File: src/rtl/dither_result_writer.sv
// dither_result_writer
// Packs a raster stream of 1-bit dithered pixels into 32-bit words, LSB-first
// (bit 0 = leftmost pixel), and writes them to consecutive word addresses
// starting at base_addr. Every row begins in a fresh word and the unused
// upper bits of a row's last word are zero, so each row occupies exactly
// ceil(img_w/32) words. Each write is held on the memory port until mem_ack.
module dither_result_writer #(
    parameter int ADDR_W = 16,
    parameter int DIM_W  = 12
) (
    input  logic              clk,
    input  logic              rst,
    input  logic              start,
    input  logic [ADDR_W-1:0] base_addr,
    input  logic [DIM_W-1:0]  img_w,
    input  logic [DIM_W-1:0]  img_h,
    input  logic              pix_valid,
    input  logic              pix_data,
    output logic              pix_ready,
    output logic              mem_we,
    output logic [ADDR_W-1:0] mem_addr,
    output logic [31:0]       mem_wdata,
    input  logic              mem_ack,
    output logic              busy,
    output logic              done
);

    typedef enum logic [1:0] {
        IDLE    = 2'd0,
        COLLECT = 2'd1,
        WRITE   = 2'd2,
        DONE    = 2'd3
    } state_t;

    localparam logic [DIM_W-1:0]  DIM_ONE  = {{(DIM_W-1){1'b0}}, 1'b1};
    localparam logic [ADDR_W-1:0] ADDR_ONE = {{(ADDR_W-1){1'b0}}, 1'b1};

    state_t            state_reg;
    logic [DIM_W-1:0]  w_reg;      // latched image width
    logic [DIM_W-1:0]  h_reg;      // latched image height
    logic [DIM_W-1:0]  col_reg;    // pixels accepted so far in the current row
    logic [DIM_W-1:0]  row_reg;    // rows fully written so far
    logic [4:0]        bit_reg;    // next free bit in the word being assembled
    logic [31:0]       word_reg;   // word being assembled / held for writing

    logic [31:0]       word_ins;   // word_reg with the incoming pixel dropped in
    logic              xfer;
    logic              last_in_word;
    logic              last_in_row;
    logic              row_end;
    logic              last_row;

    // The word register is presented directly to memory; it is frozen in WRITE.
    assign mem_wdata = word_reg;

    // A pixel moves only on a valid/ready handshake; ready is high only in COLLECT.
    assign xfer = pix_valid & pix_ready;

    // Word-completion conditions, evaluated against the counters before the
    // current transfer is applied.
    assign last_in_word = (bit_reg == 5'd31);
    assign last_in_row  = (col_reg == w_reg - DIM_ONE);

    // In WRITE, the column counter has already passed the last pixel of the row
    // exactly when the held word is the row's final word.
    assign row_end  = (col_reg == w_reg);
    assign last_row = (row_reg == h_reg - DIM_ONE);

    // Per-bit insert of the incoming pixel at position bit_reg.
    genvar gi;
    generate
        for (gi = 0; gi < 32; gi++) begin : g_ins
            localparam logic [4:0] IDX = 5'(gi);
            assign word_ins[gi] = (bit_reg == IDX) ? pix_data : word_reg[gi];
        end
    endgenerate

    // Frame controller: state, counters, word assembly and registered outputs.
    always_ff @(posedge clk or posedge rst) begin
        if (rst) begin
            state_reg <= IDLE;
            w_reg     <= '0;
            h_reg     <= '0;
            col_reg   <= '0;
            row_reg   <= '0;
            bit_reg   <= '0;
            word_reg  <= '0;
            mem_addr  <= '0;
            mem_we    <= 1'b0;
            pix_ready <= 1'b0;
            busy      <= 1'b0;
            done      <= 1'b0;
        end else begin
            case (state_reg)
                IDLE: begin
                    done <= 1'b0;
                    if (start) begin
                        w_reg    <= img_w;
                        h_reg    <= img_h;
                        col_reg  <= '0;
                        row_reg  <= '0;
                        bit_reg  <= '0;
                        word_reg <= '0;
                        mem_addr <= base_addr;
                        busy     <= 1'b1;
                        // An empty frame completes without touching memory.
                        if ((img_w == '0) || (img_h == '0)) begin
                            state_reg <= DONE;
                            done      <= 1'b1;
                        end else begin
                            state_reg <= COLLECT;
                            pix_ready <= 1'b1;
                        end
                    end
                end

                COLLECT: begin
                    if (xfer) begin
                        word_reg <= word_ins;
                        bit_reg  <= bit_reg + 5'd1;
                        col_reg  <= col_reg + DIM_ONE;
                        // Word is full or row is finished: hand it to memory.
                        if (last_in_word || last_in_row) begin
                            state_reg <= WRITE;
                            pix_ready <= 1'b0;
                            mem_we    <= 1'b1;
                        end
                    end
                end

                WRITE: begin
                    // Address and data stay put until memory takes the word.
                    if (mem_ack) begin
                        mem_we   <= 1'b0;
                        mem_addr <= mem_addr + ADDR_ONE;
                        word_reg <= '0;
                        bit_reg  <= '0;
                        if (row_end) begin
                            col_reg <= '0;
                            row_reg <= row_reg + DIM_ONE;
                        end
                        if (row_end && last_row) begin
                            state_reg <= DONE;
                            done      <= 1'b1;
                        end else begin
                            state_reg <= COLLECT;
                            pix_ready <= 1'b1;
                        end
                    end
                end

                DONE: begin
                    // Single-cycle completion pulse, then back to idle.
                    done      <= 1'b0;
                    busy      <= 1'b0;
                    state_reg <= IDLE;
                end

                default: begin
                    state_reg <= IDLE;
                    mem_we    <= 1'b0;
                    pix_ready <= 1'b0;
                    busy      <= 1'b0;
                    done      <= 1'b0;
                end
            endcase
        end
    end

endmodule

File: config.mk
export PLATFORM = sky130hd
export DESIGN_NAME = dither_result_writer
export DESIGN_NICKNAME = d
export VERILOG_FILES = /design/src/rtl/dither_result_writer.sv
export SDC_FILE = /design/constraint.sdc
export NUM_CORES = 1
export LEC_CHECK = 0
export ABC_AREA = 1
export CORE_MARGIN = 2
export CORE_UTILIZATION = 59
export CTS_BUF_LIST = sky130_fd_sc_hd__clkbuf_16
export DETAILED_ROUTE_END_ITERATION = 8
export PLACE_DENSITY_LB_ADDON = 0.15
export SETUP_SLACK_MARGIN = 0.02
export SKIP_LAST_GASP = 1
export SLEW_MARGIN = 10
export SYNTH_ARGS = -nofsm -noshare
export SYNTH_HDL_FRONTEND = slang
export SYNTH_SLANG_ARGS = --single-unit
File: constraint.sdc
create_clock -name clk -period 8.3 [get_ports clk]
set_input_delay 1.66 -clock clk [delete_from_list [all_inputs] [get_ports clk]]
set_output_delay 1.66 -clock clk [all_outputs]
set_load 0.01 [all_outputs]
==> results.py, run 1 <==
metrics = {
    "run_status": {
        "run_status": "complete, no violations",
    },
    "logic_synthesis": {
        "synth_most_common_cell": "sky130_fd_sc_hd__nand2_1",
        "synthesis.area_um2": 6396,
        "yosysWarnings": 0,
        "synth.avg_cell_area_um2": 7.420,
        "post_synth_edffs": 0,
        "yosys-top-cells-count": "sky130_fd_sc_hd__nand2_1 (213), sky130_fd_sc_hd__dfrtp_1 (107), sky130_fd_sc_hd__nor2_1 (105), sky130_fd_sc_hd__inv_1 (92), sky130_fd_sc_hd__o21ai_0 (58)",
        "post-synth-top-area-fraction": 0.4186,
        "synth.area.top_cells": "sky130_fd_sc_hd__dfrtp_1 (42%), sky130_fd_sc_hd__nand2_1 (13%), sky130_fd_sc_hd__nor2_1 (6.2%), sky130_fd_sc_hd__inv_1 (5.4%), sky130_fd_sc_hd__o21ai_0 (4.5%)",
        "synthCells": 862,
        "synth.net_count": 919,
        "synth_sequential_area_ratio": 0.4186,
        "postSynthRegisterBits": 107,
        "main_synth_ff_type": "sky130_fd_sc_hd__dfrtp_1",
        "synthDominantAreaCellType": "sky130_fd_sc_hd__dfrtp_1",
        "yosysUniqueCellTypes": 39,
        "ys_async_sr_fraction": 1.000,
    },
    "placement": {
        "place_worst_setup_slack_ns": 3.747,
        "place.detailed.hpwl_mm": 11.60,
        "place_area_um2": 7440,
        "io_buffers": 97,
        "routabilityCongestion": 0.8925,
    },
    "clock_network": {
        "htree_num_levels": 3,
        "post_cts_buffers": 0,
        "max-clock-path-buffers": 2,
        "cts_tree": "done",
        "clock-root-buffer": "sky130_fd_sc_hd__clkbuf_16",
        "clk_latency_ns": 0.36,
        "cts_inserted_buffers": 9,
        "number_of_sinks_handled_by_clock_tree_synthesis": 107,
        "cts-hold-fix-buffers": 0,
        "post_cts_resize_count": 0,
        "cts.reportedPaths.clkPinSlew_ns": 0.07,
    },
    "sta": {
        "slew_headroom": 0.3187,
        "slew_at_the_pin_with_the_worst_max_slew_slack_ns": 1.020,
        "setup_viol_count_final": 0,
        "max_clock_freq_mhz": 237.3,
        "drv_slew": 0,
        "report.final.hold_viol_count": 0,
        "fin_crit_sh": 0.5078,
        "setup_ws_ns": 4.086,
        "finalWorstPathRequiredPeriod_ns": 4.214,
        "setup_tns_final_ns": 0,
        "rsz0062_at_grt": "no",
        "whs_ns": 0.4967,
        "finalClockSkew_ns": 0.01130,
    },
    "flow_run": {
        "drv_cap": 0,
    },
    "power_and_ir_drop": {
        "vdd_drop_max_mv": 0.1856,
        "cellLeakagePower_uw": 0.003641,
        "pwr_density_cell_nw_per_um2": 263.2,
    },
    "grt": {
        "first_global_vias": 6011,
        "globalRoute.busiestLayer": "met2",
        "grt.met3_usage": 0.06872,
        "use_met1": 0.3678,
        "first_pass_grt_wire_length_mm": 27.34,
        "overflow": 0,
        "antenna_violations_before_repair": 0,
        "grt_util_met2": 0.5013,
        "grt_max_degree": 89,
        "groute.usage.overall": 0.2929,
    },
    "finish": {
        "antennaDiodeCount": 0,
        "multi_input_gate_area_um2": 3209,
        "finalNetCount": 1004,
        "fillerInstances": 832,
        "seqCellArea_um2": 2678,
        "area_overhead_of_the_layout_relative_to_synthesis_pct": 21.97,
        "postLayoutCellArea_um2": 7801,
        "post_route_cells_drive_above_1_share": 0.04937,
        "largest_register_ff_count": 32,
    },
    "detailed_routing": {
        "number_of_iterations_in_the_first_detailed_routing_pass": 5,
        "vias": 6172,
        "detail-route-antenna-nets": 0,
        "number_of_design_rule_violations_left_by_the_first_detailed_router_iteration": 467,
        "post_drt_via_cell_ratio": 5.652,
        "detail_route.wirelength_mm": 16.34,
        "route.detailed.wl_per_inst_um": 14.96,
        "detail_route.drc_violations": 0,
    },
    "worst_setup_path": {
        "critPathCaptureType": "register",
        "crit_path_start_kind": "input pin",
        "crit_path_max_fanout": 48,
        "cp_cell_instances": "clkdlybuf4s50_1 -> nand2_1 -> buf_4 -> nand2_1 -> inv_1 -> a21oi_1 -> o221a_2",
        "critPathRequiredTime_ns": 8.55,
        "critPathBufInv": 3,
        "path_delay_family": "buffers and inverters",
        "timing.critical_path.arrival_ns": 4.46,
        "cpPeakStageDelay_ns": 0.73,
        "critical_path.most_common_cell": "sky130_fd_sc_hd__nand2_1",
        "crit_type": "in -> reg",
        "timing.critical_path.slowest_stage_cell": "sky130_fd_sc_hd__nand2_1",
    },
    "worst_hold_path": {
        "worstHoldPathType": "reg -> reg",
    },
    "floorplanning": {
        "core_area_um2": 10700,
        "rows": 38,
        "dieArea_um2": 11690,
        "floorplan.initialDensity": 0.5979,
        "die_height_um": 108.1,
        "io-pin-count": 98,
        "die-width_um": 108.1,
    },
}
## path summary, 6_finish.rpt
| kind | depth (start not counted) | endpoint | slack (ns) | from |
|---|---|---|---|---|
| max | 7 | mem_addr[6]$_DFFE_PP0P_ | 4.09 | start |
| min | 2 | mem_wdata[6]$_DFFE_PP0P_ | 0.50 | mem_wdata[6]$_DFFE_PP0P_ |
| max reg2reg | 9 | mem_addr[6]$_DFFE_PP0P_ | 4.71 | state_reg[1]$_DFFE_PP0P_ |
| min reg2reg | 2 | mem_wdata[6]$_DFFE_PP0P_ | 0.50 | mem_wdata[6]$_DFFE_PP0P_ |
| max in group asynchronous | 3 | h_reg[1]$_DFFE_PP0P_ | 5.63 | rst |
| min in group asynchronous | 2 | mem_wdata[28]$_DFFE_PP0P_ | 1.59 | rst |
## cell usage in the layout (no fill, tap or decap), types with 5 or more instances in the layout
cell / n
sky130_fd_sc_hd__nor2_1: 105
sky130_fd_sc_hd__nor3_1: 14
sky130_fd_sc_hd__inv_4: 5
sky130_fd_sc_hd__o31ai_1: 8
sky130_fd_sc_hd__nor4_1: 10
sky130_fd_sc_hd__clkdlybuf4s50_1: 97
sky130_fd_sc_hd__a21oi_1: 50
sky130_fd_sc_hd__ha_1: 11
sky130_fd_sc_hd__xnor2_1: 12
sky130_fd_sc_hd__nand4_1: 10
sky130_fd_sc_hd__nand2_1: 213
sky130_fd_sc_hd__mux2_2: 7
sky130_fd_sc_hd__dfrtp_1: 107
sky130_fd_sc_hd__o22ai_1: 8
sky130_fd_sc_hd__nand3_1: 57
sky130_fd_sc_hd__o21ai_0: 58
sky130_fd_sc_hd__inv_1: 91
sky130_fd_sc_hd__xor2_1: 27
sky130_fd_sc_hd__clkbuf_16: 9
sky130_fd_sc_hd__a31oi_1: 13
## cells by family after synthesis
kind of cell	after synthesis	synth area share
AOI/OAI and AO/OA	152	0.1328
adders and majority gates	11	0.02152
muxes	7	0.01232
buffers and inverters	125	0.07962
and+or+nand+nor	421	0.2817
DFF	107	0.4186
xor gates and xnor gates	39	0.05340
## per-stage QoR
stage | utilization | total power [uW] | instances
floorplan | - | 1217 | 862
global placement | 0.6954 | 1505 | 1076
detailed placement | 0.6954 | 1534 | 1076
CTS | 0.7289 | 2050 | 1092
global route | 0.7292 | 2182 | 1092
finish | 0.7292 | 2053 | 1092
## power by group
group / leakage, uW / switching (uW) / internal (uW)
combinational: 0.00218 / 392 / 335
sequential: 0.00129 / 153 / 664
clock: 0.000174 / 209 / 301
total: 0.00364 / 754 / 1300
## cell type report
type,instances,area share
Clock buffer,9,0.02887
Clock inverter,7,0.01700
Inverter,99,0.04924
Multi-Input combinational cell,630,0.4114
Sequential cell,107,0.3432
Tap cell,140,0.02245
Timing Repair Buffer,100,0.1278
## per-layer routing
layer	vias up	part of all wire
li1	2998	-
met1	2917	0.43
met2	228	0.50
met3	29	0.055
met4	0	0.016
met5	-	0
## worst min-delay path, delay by kind of cell, from the launching register on
family | cells | cell delay, ns
and+or+nand+nor | 1 | 0.05
DFF | 1 | 0.35
AOI/OAI and AO/OA | 1 | 0.06
Power figures use the tool's default switching activity.
==> run 2: changes to the inputs <==
--- a/config.mk
+++ b/config.mk
@@ -7,7 +7,7 @@
 export LEC_CHECK = 0
 export ABC_AREA = 1
 export CORE_MARGIN = 2
-export CORE_UTILIZATION = 59
+export CORE_UTILIZATION = 55
 export CTS_BUF_LIST = sky130_fd_sc_hd__clkbuf_16
 export DETAILED_ROUTE_END_ITERATION = 8
 export PLACE_DENSITY_LB_ADDON = 0.15
==> constraint.sdc (replaced) <==
create_clock -name clk -period 3.9 [get_ports clk]
set_input_delay 0.78 -clock clk [delete_from_list [all_inputs] [get_ports clk]]
set_output_delay 0.78 -clock clk [all_outputs]
set_load 0.01 [all_outputs]
==> run 2 against run 1 <==
  * Clock skew decreased by 0.00066 ns
  * Critical path depth increased by 2
  * Design area decreased by 0.95%
  * Total power increased by 100%
  * Count of clock-buffer cells in the layout unchanged
  * Clock power increased by 69%
  * Combinational power increased by 110%
  * Core utilization decreased by 5.0 points
  * Global-route usage decreased by 2.0 points
  * First-iteration DRC count increased by 8.4%
  * Via count decreased by 3.2%
  * Highest routed layer unchanged
  * Sequential share of layout area increased by 0.33 points
==> results.py, run 2 (same netlist as run 1, synthesis figures left out) <==
metrics = {
    "worst_setup_path": {
        "timing.critical_path.arrival_ns": 3.25,
        "worstReg2RegStart": "state_reg[1]$_DFFE_PP0P_",
        "crit_type": "reg -> reg",
        "critPathRequiredTime_ns": 4.20,
        "critical_path.most_common_cell": "sky130_fd_sc_hd__inv_1",
        "critPathCaptureType": "register",
        "crit_path_start_kind": "register",
        "cp_cell_instances": "inv_2 -> nor2_4 -> inv_4 -> nor2_1 -> inv_1 -> nand2_1 -> inv_1 -> a21oi_1 -> o221a_2",
        "cpPeakStageDelay_ns": 0.64,
        "reg2reg_setup_slack_ns": 0.95,
        "timing.critical_path.slowest_stage_cell": "sky130_fd_sc_hd__dfrtp_1",
        "crit_path_max_fanout": 16,
        "worst_setup_path_startpoint": "state_reg[1]$_DFFE_PP0P_",
    },
    "sta": {
        "drv_slew": 0,
        "max_clock_freq_mhz": 338.7,
        "finalWorstPathRequiredPeriod_ns": 2.952,
        "finalClockSkew_ns": 0.01064,
        "setup_ws_ns": 0.9476,
        "slew_at_the_pin_with_the_worst_max_slew_slack_ns": 0.9800,
        "rsz0062_at_grt": "no",
        "slew_headroom": 0.3467,
        "fin_crit_sh": 0.7570,
        "report.final.hold_viol_count": 0,
        "setup_tns_final_ns": 0,
        "setup_viol_count_final": 0,
    },
    "detailed_routing": {
        "vias": 5974,
        "route.detailed.wl_per_inst_um": 15.03,
        "detail_route.wirelength_mm": 16.49,
        "post_drt_via_cell_ratio": 5.446,
        "number_of_design_rule_violations_left_by_the_first_detailed_router_iteration": 506,
        "number_of_iterations_in_the_first_detailed_routing_pass": 5,
        "detail_route.drc_violations": 0,
        "detail-route-antenna-nets": 0,
    },
    "run_status": {
        "run_status": "complete, no violations",
    },
    "placement": {
        "place_worst_setup_slack_ns": 0.8740,
        "io_buffers": 97,
        "place.detailed.hpwl_mm": 11.96,
        "routabilityCongestion": 0.8941,
    },
    "floorplanning": {
        "die_height_um": 111.8,
        "io-pin-count": 98,
        "dieArea_um2": 12510,
        "core_area_um2": 11370,
        "die-width_um": 111.8,
        "rows": 39,
        "floorplan.initialDensity": 0.5626,
    },
    "clock_network": {
        "cts_inserted_buffers": 9,
        "number_of_sinks_handled_by_clock_tree_synthesis": 107,
        "clock-root-buffer": "sky130_fd_sc_hd__clkbuf_16",
        "cts.reportedPaths.clkPinSlew_ns": 0.07,
        "clk_latency_ns": 0.36,
        "post_cts_buffers": 0,
        "htree_num_levels": 3,
        "max-clock-path-buffers": 2,
        "cts-hold-fix-buffers": 0,
        "post_cts_resize_count": 0,
        "cts_tree": "done",
    },
    "grt": {
        "groute.usage.overall": 0.2734,
        "grt_max_degree": 77,
        "grt_util_met2": 0.4695,
        "use_met1": 0.3426,
        "overflow": 0,
        "first_global_vias": 5989,
        "grt.met3_usage": 0.06097,
        "globalRoute.busiestLayer": "met2",
        "antenna_violations_before_repair": 0,
        "first_pass_grt_wire_length_mm": 27.88,
    },
    "finish": {
        "finalNetCount": 1006,
        "post_route_cells_drive_above_1_share": 0.04927,
        "largest_register_ff_count": 32,
        "antennaDiodeCount": 0,
        "most_common_cell_after_layout_fill_and_taps_aside": "sky130_fd_sc_hd__nand2_1",
        "area_overhead_of_the_layout_relative_to_synthesis_pct": 20.81,
        "most-common-layout-cells": "sky130_fd_sc_hd__nand2_1 (213), sky130_fd_sc_hd__dfrtp_1 (107), sky130_fd_sc_hd__nor2_1 (105)",
        "fillerInstances": 961,
    },
    "power_and_ir_drop": {
        "pwr_density_cell_nw_per_um2": 534.0,
        "vdd_drop_max_mv": 0.4651,
        "cellLeakagePower_uw": 0.003618,
    },
    "worst_hold_path": {
        "hold_start": "mem_wdata[31]$_DFFE_PP0P_",
        "worstHoldPathType": "reg -> reg",
    },
    "flow_run": {
        "drv_cap": 0,
    },
}
-- run 2: cell types whose count changed in the layout (fill, tap and decap cells not counted) --
cell,before,now
sky130_fd_sc_hd__buf_6,1,0
sky130_fd_sc_hd__clkinv_2,0,2
sky130_fd_sc_hd__bufinv_16,3,0
sky130_fd_sc_hd__clkinv_4,0,1
sky130_fd_sc_hd__inv_6,3,2
sky130_fd_sc_hd__inv_1,91,93
sky130_fd_sc_hd__clkinv_8,1,0
sky130_fd_sc_hd__buf_4,2,5
-- run 2: power by group --
group          total [uW]  internal (uW)  switching [uW]
Sequential           1720           1410             311
Combinational        1540            714             825
Clock                 863            433             430
-- run 2: layout make-up --
class                      instances  area, um^2  share of cell area
inverter                          99       384.1             0.04971
sequential                       107        2678              0.3465
clock buffer                       9       225.2             0.02915
tap                              143       178.9             0.02315
multi-input combinational        630        3209              0.4153
clock inverter                     7       43.79            0.005667
timing repair buffer             102        1008              0.1305
-- run 2: through the flow --
stage               hold slack, ns  total power (uW)  std cells    util  cell area [um^2]
floorplan                   0.4883              2591        862       -              6396
global placement            0.4731              3208       1081  0.6560              7458
detailed placement          0.4721              3264       1081  0.6560              7458
CTS                         0.4898              4137       1097  0.6797              7727
global route                0.5130              4421       1097  0.6797              7727
finish                      0.4850              4126       1097  0.6797              7727
-- run 2: final timing paths --
| path | endpoint | cells after the start |
|---|---|---|
| setup / recovery | mem_addr[6]$_DFFE_PP0P_ | 9 |
| min in group asynchronous | w_reg[0]$_DFFE_PP0P_ | 2 |
| setup reg to reg | mem_addr[6]$_DFFE_PP0P_ | 9 |
| max in group asynchronous | mem_wdata[21]$_DFFE_PP0P_ | 3 |
| hold / removal | mem_wdata[31]$_DFFE_PP0P_ | 2 |
| hold reg to reg | mem_wdata[31]$_DFFE_PP0P_ | 2 |
-- run 2: critical path, delay by kind of cell (launching register included) --
family | cells | cell delay (ns)
simple gates | 3 | 1.01
buf+inv | 4 | 0.81
flops | 1 | 0.64
compound gates | 2 | 0.43
-- run 2: layer usage --
layer / wire length, um / vias up
met5: 0 / -
met4: 325 / 0
met3: 886 / 24
met2: 8114 / 179
met1: 7166 / 2781
li1: - / 2990
==> RTL change, RTL diff (settings of run 1) <==
Re-encode `state_t` (4 states) as Gray code, 2 bits wide.
--- a/src/rtl/dither_result_writer.sv
+++ b/src/rtl/dither_result_writer.sv
@@ -28,6 +28,6 @@
     typedef enum logic [1:0] {
-        IDLE    = 2'd0,
-        COLLECT = 2'd1,
-        WRITE   = 2'd2,
-        DONE    = 2'd3
+        IDLE    = 2'b00,
+        COLLECT = 2'b01,
+        WRITE   = 2'b11,
+        DONE    = 2'b10
     } state_t;
Function: same outputs for any inputs over 4 cycles, from zero or initial values and one cycle with rst high; so few cycles prove little.
==> RTL change against run 1 <==
  * Synthesized cell count shrank 0.93%
  * Setup slack gained 0.93 ns
  * Critical path type unchanged
  * Clock skew shrank 0.0016 ns
  * Count of clock-buffer cells in the layout is the same
  * Via count grew 1.2%
  * Sequential cell count is the same
  * Critical endpoint is now mem_wdata[15]$_DFFE_PP0P_
  * Area after synthesis grew 0.74%
  * Final area shrank 0.37%
  * Routed wire length shrank 0.58%
Power is not compared: it rests on default switching activity, and its combinational part moved more than twofold at a synthesized area within 25%.
==> RTL change: results <==
metrics = {
    "status": {
        "status": "completed",
    },
    "route": {
        "drt_iter0_markers": 601,
        "detail_route.wl_per_cell_um": 15.1,
        "drt-vias-per-instance": 5.80,
    },
    "placed_design": {
        "gp_congestion": 0.930,
        "post-place-ws_ns": 4.67,
        "dpl.hpwl_mm": 11.4,
    },
    "finish": {
        "nets": 992,
        "drive_above_1_share": 0.0513,
    },
    "grt": {
        "grt_pass1_vias": 5813,
        "use_met3": 0.0681,
        "grt_pass1_wl_mm": 27.3,
        "track_usage": 0.289,
        "grt_start_max_net_pins": 63,
        "grt_use_met2": 0.471,
        "met1_usage": 0.383,
    },
    "timing": {
        "fin_skew_ns": 0.00974,
        "slew_headroom": 0.290,
        "setup_ws_ns": 5.02,
    },
    "yosys": {
        "synth_fa_ha_area_frac": 0.0291,
        "synth_nets": 915,
        "synth.area.top_cells": "dfrtp_1, nand2_1, o21ai_0",
        "ys_top_cells_by_count": "nand2_1, dfrtp_1, o21ai_0",
        "muxShareOfSynthArea": 0,
        "synth-xor-area-share": 0.0584,
        "ys_seq_area_frac": 0.416,
        "synth-main-ff-cell": "dfrtp_1",
        "synth-compound-area-share": 0.172,
    },
    "worst_setup_path": {
        "r2r_end": "mem_wdata[15]$_DFFE_PP0P_",
        "max_stage_delay_ns": 0.50,
        "cp_slowest_cell": "clkdlybuf4s50_1",
        "r2r_setup_slack_ns": 5.68,
        "path_max_fanout": 62,
        "worstPathArrival_ns": 3.47,
    },
    "clock_tree": {
        "clkTransAtPathRegs_ns": 0.08,
    },
}
-- RTL change: changes by cell type after synthesis, sizes merged, moves of 4 or more --
cell | before | now
nor2 | 111 | 74
o21ai | 62 | 88
inv | 99 | 80
a31oi | 13 | 31
nand3 | 57 | 46
clkbuf | 12 | 21
mux2 | 7 | 0
ha | 11 | 15
-- RTL change: worst min path at each step --
stage / endpoint / startpoint / depth (start not counted)
global placement: done$_DFFE_PP0P_ / done$_DFFE_PP0P_ / 2
floorplan: h_reg[11]$_DFFE_PP0P_ / h_reg[11]$_DFFE_PP0P_ / 2
detailed placement: h_reg[11]$_DFFE_PP0P_ / h_reg[11]$_DFFE_PP0P_ / 2
global route: mem_we$_DFFE_PP0P_ / mem_we$_DFFE_PP0P_ / 2
CTS: h_reg[11]$_DFFE_PP0P_ / h_reg[11]$_DFFE_PP0P_ / 2
finish: done$_DFFE_PP0P_ / done$_DFFE_PP0P_ / 2
-- RTL change: cell families after synthesis --
group | count (synthesis)
AOI/OAI and AO/OA | 196
xor gates and xnor gates | 43
adders and majority gates | 15
buffers and inverters | 117
DFF | 107
and+or+nand+nor | 376
-- RTL change: layer usage --
metal  part of all wire  routed length (µm)
met3              0.067                1090
met5                  0                   0
met2               0.48                7830
met1               0.43                7030
met4              0.019                 301
-- RTL change: layout make-up --
type	instances	area, µm²	area share
Sequential cell	107	2680	0.344
Clock buffer	9	225	0.0290
Timing Repair Buffer	102	1010	0.130
Multi-Input combinational cell	630	3280	0.422
Inverter	81	309	0.0398
Clock inverter	7	93.8	0.0121
Tap cell	140	175	0.0225
-- RTL change: power breakdown --
group / total (W) / internal [W] / switching (W)
combinational: 0.00169 / 0.000674 / 0.00101
sequential: 0.000946 / 0.000742 / 0.000203
clock: 0.000465 / 0.000264 / 0.000201
-- RTL change: per-stage QoR --
stage | utilization | power [W] | hold slack (ns) | cells
2_1_floorplan | - | 0.00210 | 0.468 | 854
3_3_place_gp | 0.694 | 0.00254 | 0.474 | 1060
3_5_place_dp | 0.694 | 0.00261 | 0.485 | 1060
4_1_cts | 0.723 | 0.00309 | 0.519 | 1076
5_1_grt | 0.723 | 0.00337 | 0.533 | 1076
6_report | 0.723 | 0.00310 | 0.512 | 1076
-- RTL change: worst max-delay path, delay by kind of cell --
| family | cells | cell delay (ns) |
|---|---|---|
| AOI/OAI and AO/OA | 3 | 0.41 |
| buffers and inverters | 4 | 1.07 |
| and+or+nand+nor | 4 | 0.31 |
